[config.mk]
export PLATFORM = sky130hd
export DESIGN_NAME = pipeline_hazard_ctrl
export DESIGN_NICKNAME = d
export VERILOG_FILES = /design/src/rtl/pipeline_hazard_ctrl_pkg.sv /design/src/rtl/pipeline_hazard_ctrl_sat_counter.sv /design/src/rtl/pipeline_hazard_ctrl.sv
export SDC_FILE = /design/constraint.sdc
export NUM_CORES = 1
export LEC_CHECK = 0
export BUFFER_PORTS_ARGS = -buffer_cell sky130_fd_sc_hd__buf_2
export CORE_ASPECT_RATIO = 1.1
export CORE_UTILIZATION = 40
export DETAILED_ROUTE_END_ITERATION = 16
export GPL_ROUTABILITY_DRIVEN = 0
export GPL_TIMING_DRIVEN = 0
export PLACE_DENSITY = 0.77
export RECOVER_POWER = 100
export SYNTH_ARGS = -nofsm -noshare
export SYNTH_HDL_FRONTEND = slang
export SYNTH_SLANG_ARGS = --single-unit
[constraint.sdc]
create_clock -name clk -period 5.2 [get_ports clk]
set_input_delay 1.04 -clock clk [delete_from_list [all_inputs] [get_ports clk]]
set_output_delay 1.04 -clock clk [all_outputs]
set_load 0.03 [all_outputs]
[src/rtl/pipeline_hazard_ctrl_pkg.sv]
// Shared types and constants for the pipeline stall/flush sequencer.
package pipeline_hazard_ctrl_pkg;

  typedef enum logic {
    RUN      = 1'b0,
    DIV_BUSY = 1'b1
  } state_e;

  localparam logic [2:0] MEM_READ_NONE = 3'b000;

  typedef struct packed {
    logic pc_load;
    logic if_id_load;
    logic id_ex_load;
    logic if_id_flush;
    logic id_ex_flush;
    logic ex_mem_flush;
    logic div_start;
    logic div_abort;
  } ctrl_t;

  localparam ctrl_t BUBBLE_CTRL = ctrl_t'(8'h00);
  localparam ctrl_t CTRL_RESET  = ctrl_t'(8'b000_111_00);
  localparam ctrl_t CTRL_NORMAL = ctrl_t'(8'b111_000_00);
  localparam ctrl_t CTRL_SQUASH = ctrl_t'(8'b111_111_00);
  localparam ctrl_t CTRL_FREEZE = ctrl_t'(8'b000_001_00);
  localparam ctrl_t CTRL_LU     = ctrl_t'(8'b001_010_00);

endpackage

[src/rtl/pipeline_hazard_ctrl_sat_counter.sv]
// Width-parameterised saturating up-counter with asynchronous reset.
module sat_counter #(
  parameter int W = 16
) (
  input  logic         clk,
  input  logic         rst,
  input  logic         inc,
  output logic [W-1:0] count
);

  logic [W-1:0] count_q;
  logic [W-1:0] count_d;

  // Next count: step by one unless already at the top value.
  always_comb begin
    count_d = count_q;
    if (inc && (count_q != {W{1'b1}})) begin
      count_d = count_q + W'(1);
    end else begin
      count_d = count_q;
    end
  end

  // Counter register.
  always_ff @(posedge clk or posedge rst) begin
    if (rst) begin
      count_q <= '0;
    end else begin
      count_q <= count_d;
    end
  end

  assign count = count_q;

endmodule

[src/rtl/pipeline_hazard_ctrl.sv]
// Stall/flush sequencer: load-use stalls, taken-branch squash in MEM, and
// front-end freeze while a multi-cycle divide occupies EX.
module pipeline_hazard_ctrl
  import pipeline_hazard_ctrl_pkg::*;
#(
  parameter int REG_ADDR   = 5,
  parameter int DIV_CYCLES = 32,
  parameter int CNT_W      = 16
) (
  input  logic                clk,
  input  logic                rst,
  input  logic [REG_ADDR-1:0] if_id_rs1,
  input  logic [REG_ADDR-1:0] if_id_rs2,
  input  logic                if_id_uses_rs1,
  input  logic                if_id_uses_rs2,
  input  logic [REG_ADDR-1:0] id_ex_rd,
  input  logic [2:0]          id_ex_mem_read,
  input  logic                id_ex_is_div,
  input  logic                mem_redirect,
  output logic                pc_load,
  output logic                if_id_load,
  output logic                id_ex_load,
  output logic                if_id_flush,
  output logic                id_ex_flush,
  output logic                ex_mem_flush,
  output logic                div_start,
  output logic                div_abort,
  output logic                div_busy,
  output logic [CNT_W-1:0]    stall_cnt
);

  state_e     state_q, state_d;
  logic [7:0] div_cnt_q, div_cnt_d;
  ctrl_t      ctrl_s;
  ctrl_t      out_s;
  logic       lu_s;

  assign lu_s = (id_ex_mem_read != MEM_READ_NONE) && (id_ex_rd != '0) &&
                ((if_id_uses_rs1 && (id_ex_rd == if_id_rs1)) ||
                 (if_id_uses_rs2 && (id_ex_rd == if_id_rs2)));

  // Next state and control decode; redirect outranks everything because
  // anything younger than a taken branch is wrong-path.
  always_comb begin
    state_d   = state_q;
    div_cnt_d = div_cnt_q;
    ctrl_s    = BUBBLE_CTRL;
    case (state_q)
      RUN: begin
        if (mem_redirect) begin
          ctrl_s    = CTRL_SQUASH;
          div_cnt_d = 8'd0;
        end else if (id_ex_is_div) begin
          ctrl_s           = CTRL_FREEZE;
          ctrl_s.div_start = 1'b1;
          state_d          = DIV_BUSY;
          div_cnt_d        = 8'(DIV_CYCLES - 2);
        end else if (lu_s) begin
          ctrl_s = CTRL_LU;
        end else begin
          ctrl_s = CTRL_NORMAL;
        end
      end
      DIV_BUSY: begin
        if (mem_redirect) begin
          ctrl_s           = CTRL_SQUASH;
          ctrl_s.div_abort = 1'b1;
          state_d          = RUN;
          div_cnt_d        = 8'd0;
        end else if (div_cnt_q != 8'd0) begin
          ctrl_s    = CTRL_FREEZE;
          div_cnt_d = div_cnt_q - 8'd1;
        end else begin
          ctrl_s  = CTRL_NORMAL;
          state_d = RUN;
        end
      end
      default: begin
        ctrl_s    = CTRL_RESET;
        state_d   = RUN;
        div_cnt_d = 8'd0;
      end
    endcase
  end

  // Reset overrides the decoded controls immediately, not at the next edge.
  always_comb begin
    if (rst) begin
      out_s = CTRL_RESET;
    end else begin
      out_s = ctrl_s;
    end
  end

  // State and divide countdown registers.
  always_ff @(posedge clk or posedge rst) begin
    if (rst) begin
      state_q   <= RUN;
      div_cnt_q <= 8'd0;
    end else begin
      state_q   <= state_d;
      div_cnt_q <= div_cnt_d;
    end
  end

  assign pc_load      = out_s.pc_load;
  assign if_id_load   = out_s.if_id_load;
  assign id_ex_load   = out_s.id_ex_load;
  assign if_id_flush  = out_s.if_id_flush;
  assign id_ex_flush  = out_s.id_ex_flush;
  assign ex_mem_flush = out_s.ex_mem_flush;
  assign div_start    = out_s.div_start;
  assign div_abort    = out_s.div_abort;
  assign div_busy     = (state_q == DIV_BUSY) && !rst;

  sat_counter #(
    .W(CNT_W)
  ) u_stall_cnt (
    .clk  (clk),
    .rst  (rst),
    .inc  (!out_s.pc_load),
    .count(stall_cnt)
  );

endmodule

==> impl_metrics.ini, run 1 <==
[placement]
dpl.hpwl_mm = 2.38
dp.cells = 252
io_buffers = 48
dp_slack_ns = 1.52
place_area_mm2 = 0.00181

[synth]
syn_area_per_cell_um2 = 9.78
ys_ff_latch = 25
synth_cell_types = 42
syn_area_mm2 = 0.00151
yosys-top-cells-area = dfrtp_1 (42%), xor2_1 (9.9%), xnor2_1 (5.8%)
yosysTopAreaCellShare = 0.415
synth_largest_area_cell = dfrtp_1
synth_seq_area_share = 0.415
synth_edf_count = 0
yosys_warnings = 0
syn-num-nets = 181
synth_ff_type = dfrtp_1
async_flop_share = 1.00
synthCells = 154

[die]
dieArea_mm2 = 0.00402
core_area_mm2 = 0.00363
dieWidth_um = 60.5
ios = 49
initial_core_util = 0.415
die_h_um = 66.4
rows = 23

[worst_setup_path]
required_ns = 4.16
startpoint_type = flip-flop
cp-end-kind = output pin
critical_path_class = reg -> out
r2r_slack_ns = 2.26
arrival_ns = 3.17
crit_path_max_fanout = 11

[timing]
finalSetupViolations = 0
relSlewSlack = 0.324
period_minus_slack_ns = 4.21
fin_tns_setup_ns = 0
clock_skew_ns = 0.00415
rsz0062_at_grt = no
timing.final.ws_setup_ns = 0.988
finalHoldViolCount = 0
worst_pin_slew_ns = 1.01
clock.fmax_ghz = 0.237
post-route-period-util = 0.810
slew_viol_final = 0

[power_and_ir_drop]
p_leak_nw = 0.756
p_per_area_mw_per_mm2 = 407
peakVddDrop_v = 0.000130

[clock_network]
worstSkewPairLatency_ns = 0.27
cts-root-buf = clkbuf_8
cts_setup_buffers = 0
hold_buffers = 0
htree_levels = 1
cts_tree = done
cts_resized = 0
numCtsBuffers = 3
clockBufferDepth = 2
path_clk_slew_ns = 0.09
cts.sinks = 25

[finish]
antenna_cells = 0
design_area_mm2 = 0.00179
fillers = 379
drive_gt1_frac = 0.160
regArea_um2 = 626
final_nets = 234
multi_input_area_um2 = 808
synthToLayoutAreaGrowth_pct = 19.0
mostFrequentLayoutCells = clkbuf_1 (29), dfrtp_1 (25), buf_2 (23), xor2_1 (17), nand2_1 (15)
final_cells = 256
final_common_cell = clkbuf_1

[job]
drv_cap = 0

[detailed_routing]
drc = 0
ant_nets = 0
wire_per_inst_um = 12.2
drt_pass1_iterations = 4
vias = 1304
finalWirelength_mm = 3.12
avgViaCountPerCell = 5.09
initialDrtViolationCount = 44

[grt]
grt_use_total = 0.170
globalRouteOverflowTotal = 0
grt_pass1_vias = 1250
grt_start_max_net_pins = 27
grt_pass1_wl_mm = 5.24
grt_antenna_before_repair = 0

[min_path]
hold_path.class = reg -> reg

[status]
status = complete, no violations
==> routing by layer <==
metal | track usage | routed length (µm)
met4 | 0.0426 | 18
met1 | 0.199 | 1370
met2 | 0.315 | 1570
met3 | 0.0254 | 160
met5 | 0 | 0
==> per-stage QoR <==
| stage | power, W | util | hold slack [ns] |
|---|---|---|---|
| 6_report | 0.000731 | 0.494 | 0.491 |
| 5_1_grt | 0.000786 | 0.494 | 0.517 |
| 4_1_cts | 0.000753 | 0.512 | 0.486 |
| 3_5_place_dp | 0.000635 | 0.499 | 0.473 |
| 3_3_place_gp | 0.000628 | 0.499 | 0.467 |
| 2_1_floorplan | 0.000541 | - | 0.518 |
==> sequential cells by signal (all words and copies together), names as in the netlist <==
signal	cells
div_cnt_q	8
state_q	1
u_stall_cnt.count	16
==> path summary, 6_finish.rpt <==
check / startpoint / to / cells past startpoint
worst min register to register: u_stall_cnt.count[6]$_DFFE_PP0P_ / u_stall_cnt.count[6]$_DFFE_PP0P_ / 1
worst max register to register: div_cnt_q[0]$_DFFE_PP0P_ / u_stall_cnt.count[11]$_DFFE_PP0P_ / 10
worst max-delay path: div_cnt_q[0]$_DFFE_PP0P_ / pc_load / 10
min in group asynchronous: rst / div_cnt_q[1]$_DFFE_PP0P_ / 2
worst min-delay path: u_stall_cnt.count[6]$_DFFE_PP0P_ / u_stall_cnt.count[6]$_DFFE_PP0P_ / 1
max in group asynchronous: rst / u_stall_cnt.count[0]$_DFFE_PP0P_ / 2
==> power breakdown <==
group          internal (W)  total (W)  switching, W
registers          0.000247   0.000314     0.0000665
clock network     0.0000535   0.000116     0.0000628
logic              0.000103   0.000301      0.000198
==> synthesized netlist by cell type, types with 4 or more instances <==
cell	instances
dfrtp_1	25
xor2_1	17
nand2_1	15
nand3_1	10
nor2_1	10
nor3_1	10
xnor2_1	10
a21oi_1	4
inv_1	4
==> layout make-up <==
cell class                      instances  area share
Clock buffer                            3      0.0230
Inverter                                4     0.00837
Buffer                                  6      0.0154
Tap cell                               50      0.0349
Sequential cell                        25       0.349
Multi-Input combinational cell        119       0.451
Clock inverter                          1     0.00279
Timing Repair Buffer                   48       0.116
==> logic make-up (layout without fill, tap and decap cells) <==
family          count (synthesis)  in the layout  synth area share
mux                             1              1           0.00996
fa+ha+maj                       3              3            0.0249
xor+xnor                       27             27             0.157
buf+inv                        10             62            0.0382
compound gates                 17             17            0.0939
simple gates                   71             71             0.261
flops                          25             25             0.415
==> critical path, stage by stage (launching register included) <==
cell and delay, ns:
dfrtp_1 0.41, inv_1 0.13, ha_1 0.15, nor3b_1 0.25, a31oi_1 0.26, and2_0 0.23, clkbuf_1 0.20, a311oi_4 0.43
clkbuf_1 0.44, clkbuf_4 0.23, buf_2 0.18
Note: power is estimated with default switching activity, not from simulation.
==> run 2, diff against run 1 <==
PLACE_DENSITY = 0.8   (was 0.77)
clock period = 3.75 ns   (was 5.2 ns; I/O delays follow)
==> run 2 against run 1 <==
Net effect: combinational power up 41%; critical endpoint unchanged; worst hold slack worse by 0.0022 ns; critical path depth did not move; first-iteration DRC count up 30%; power rose by 40%; non-clock buffer count unchanged; largest cell class unchanged; sequential power up 39%; global-route usage is 0.15 points higher; via count fell by 1.3%; highest routed layer unchanged; sequential share of layout area is 0.43 points lower.
==> impl_metrics.ini, run 2 (synthesized netlist as in run 1, its figures left out) <==
[die]
die_h_um = 66.4
ios = 49
initial_core_util = 0.415
core_area_mm2 = 0.00363
rows = 23
dieWidth_um = 60.5
dieArea_mm2 = 0.00402

[placement]
dpl.hpwl_mm = 2.43
io_buffers = 48
dp.cells = 252

[detailed_routing]
initialDrtViolationCount = 57
avgViaCountPerCell = 5.03
wire_per_inst_um = 12.3
finalWirelength_mm = 3.14
vias = 1287
ant_nets = 0
drc = 0
drt_pass1_iterations = 4

[worst_setup_path]
critical_path_class = reg -> out
cp-end-kind = output pin
required_ns = 3.00
crit_path_max_fanout = 11
startpoint_type = flip-flop
arrival_ns = 2.79

[status]
status = complete, no violations

[timing]
fin_tns_setup_ns = 0
finalSetupViolations = 0
slew_viol_final = 0
relSlewSlack = 0.347
clock_skew_ns = 0.00366
clock.fmax_ghz = 0.283
worst_pin_slew_ns = 0.978
period_minus_slack_ns = 3.54
post-route-period-util = 0.943
rsz0062_at_grt = no
finalHoldViolCount = 0

[clock_network]
worstSkewPairLatency_ns = 0.27
cts-root-buf = clkbuf_8
cts.sinks = 25
path_clk_slew_ns = 0.09
numCtsBuffers = 3
hold_buffers = 0
clockBufferDepth = 2
cts_tree = done
cts_setup_buffers = 0
cts_resized = 0
htree_levels = 1

[power_and_ir_drop]
peakVddDrop_v = 0.000181
p_per_area_mw_per_mm2 = 562
p_leak_nw = 0.769

[grt]
grt_start_max_net_pins = 27
grt_pass1_wl_mm = 5.18
globalRouteOverflowTotal = 0
grt_use_total = 0.171
grt_antenna_before_repair = 0
grt_pass1_vias = 1208

[finish]
final_nets = 234
mostFrequentLayoutCells = clkbuf_1 (26), dfrtp_1 (25), buf_2 (23), xor2_1 (17), nand2_1 (15)
synthToLayoutAreaGrowth_pct = 20.5
final_cells = 256
drive_gt1_frac = 0.180
largest_reg_flops = 16
final_common_cell = clkbuf_1
antenna_cells = 0

[min_path]
hold_path.class = reg -> reg

[job]
drv_cap = 0
-- run 2: cell type report --
| cell class | instances | area, µm² |
|---|---|---|
| Sequential cell | 25 | 626 |
| Clock buffer | 4 | 45.0 |
| Inverter | 4 | 15.0 |
| Tap cell | 50 | 62.6 |
| Fill cell | 360 | 1810 |
| Buffer | 6 | 42.5 |
| Multi-Input combinational cell | 119 | 815 |
| Timing Repair Buffer | 48 | 210 |
-- run 2: worst paths after layout --
path,cells past startpoint,endpoint,slack [ns],startpoint
setup / recovery,10,pc_load,0.21,div_cnt_q[0]$_DFFE_PP0P_
hold / removal,1,u_stall_cnt.count[11]$_DFFE_PP0P_,0.49,u_stall_cnt.count[11]$_DFFE_PP0P_
setup reg to reg,9,u_stall_cnt.count[1]$_DFFE_PP0P_,1.16,div_cnt_q[0]$_DFFE_PP0P_
hold reg to reg,1,u_stall_cnt.count[11]$_DFFE_PP0P_,0.49,u_stall_cnt.count[11]$_DFFE_PP0P_
max in group asynchronous,2,div_cnt_q[0]$_DFFE_PP0P_,2.37,rst
min in group asynchronous,2,state_q$_DFF_PP0_,0.78,rst
-- run 2: power breakdown --
part	switching (W)	internal [W]	total, W
Combinational	0.000278	0.000147	0.000425
Clock	0.0000834	0.0000759	0.000159
Sequential	0.0000924	0.000343	0.000435
-- run 2: through the flow --
stage	instance area (µm²)	util	total power, W	hold WS [ns]	worst slack, ns
global placement	1810	0.499	0.000868	0.467	0.562
finish	1820	0.501	0.00102	0.489	0.215
detailed placement	1810	0.499	0.000882	0.471	0.508
CTS	1850	0.511	0.00104	0.487	0.187
floorplan	1510	-	0.000751	0.518	0.794
global route	1820	0.501	0.00109	0.510	0.0528
-- run 2: worst max-delay path: stages, from the launching register on --
cell and delay, ns:
dfrtp_1 0.40, inv_1 0.13, ha_1 0.17, nor3b_1 0.32, a31oi_2 0.22, and2_0 0.22
buf_6 0.13, a311oi_4 0.41, buf_6 0.22, buf_4 0.11, clkbuf_2 0.19
-- run 2: routing by layer --
layer  global-route usage  share of wire  up-vias
met3               0.0254          0.056        4
met5                    0              0        -
met1                0.193           0.42      592
met2                0.313           0.51       46
met4               0.0682          0.011        0
li1                     -              -      645
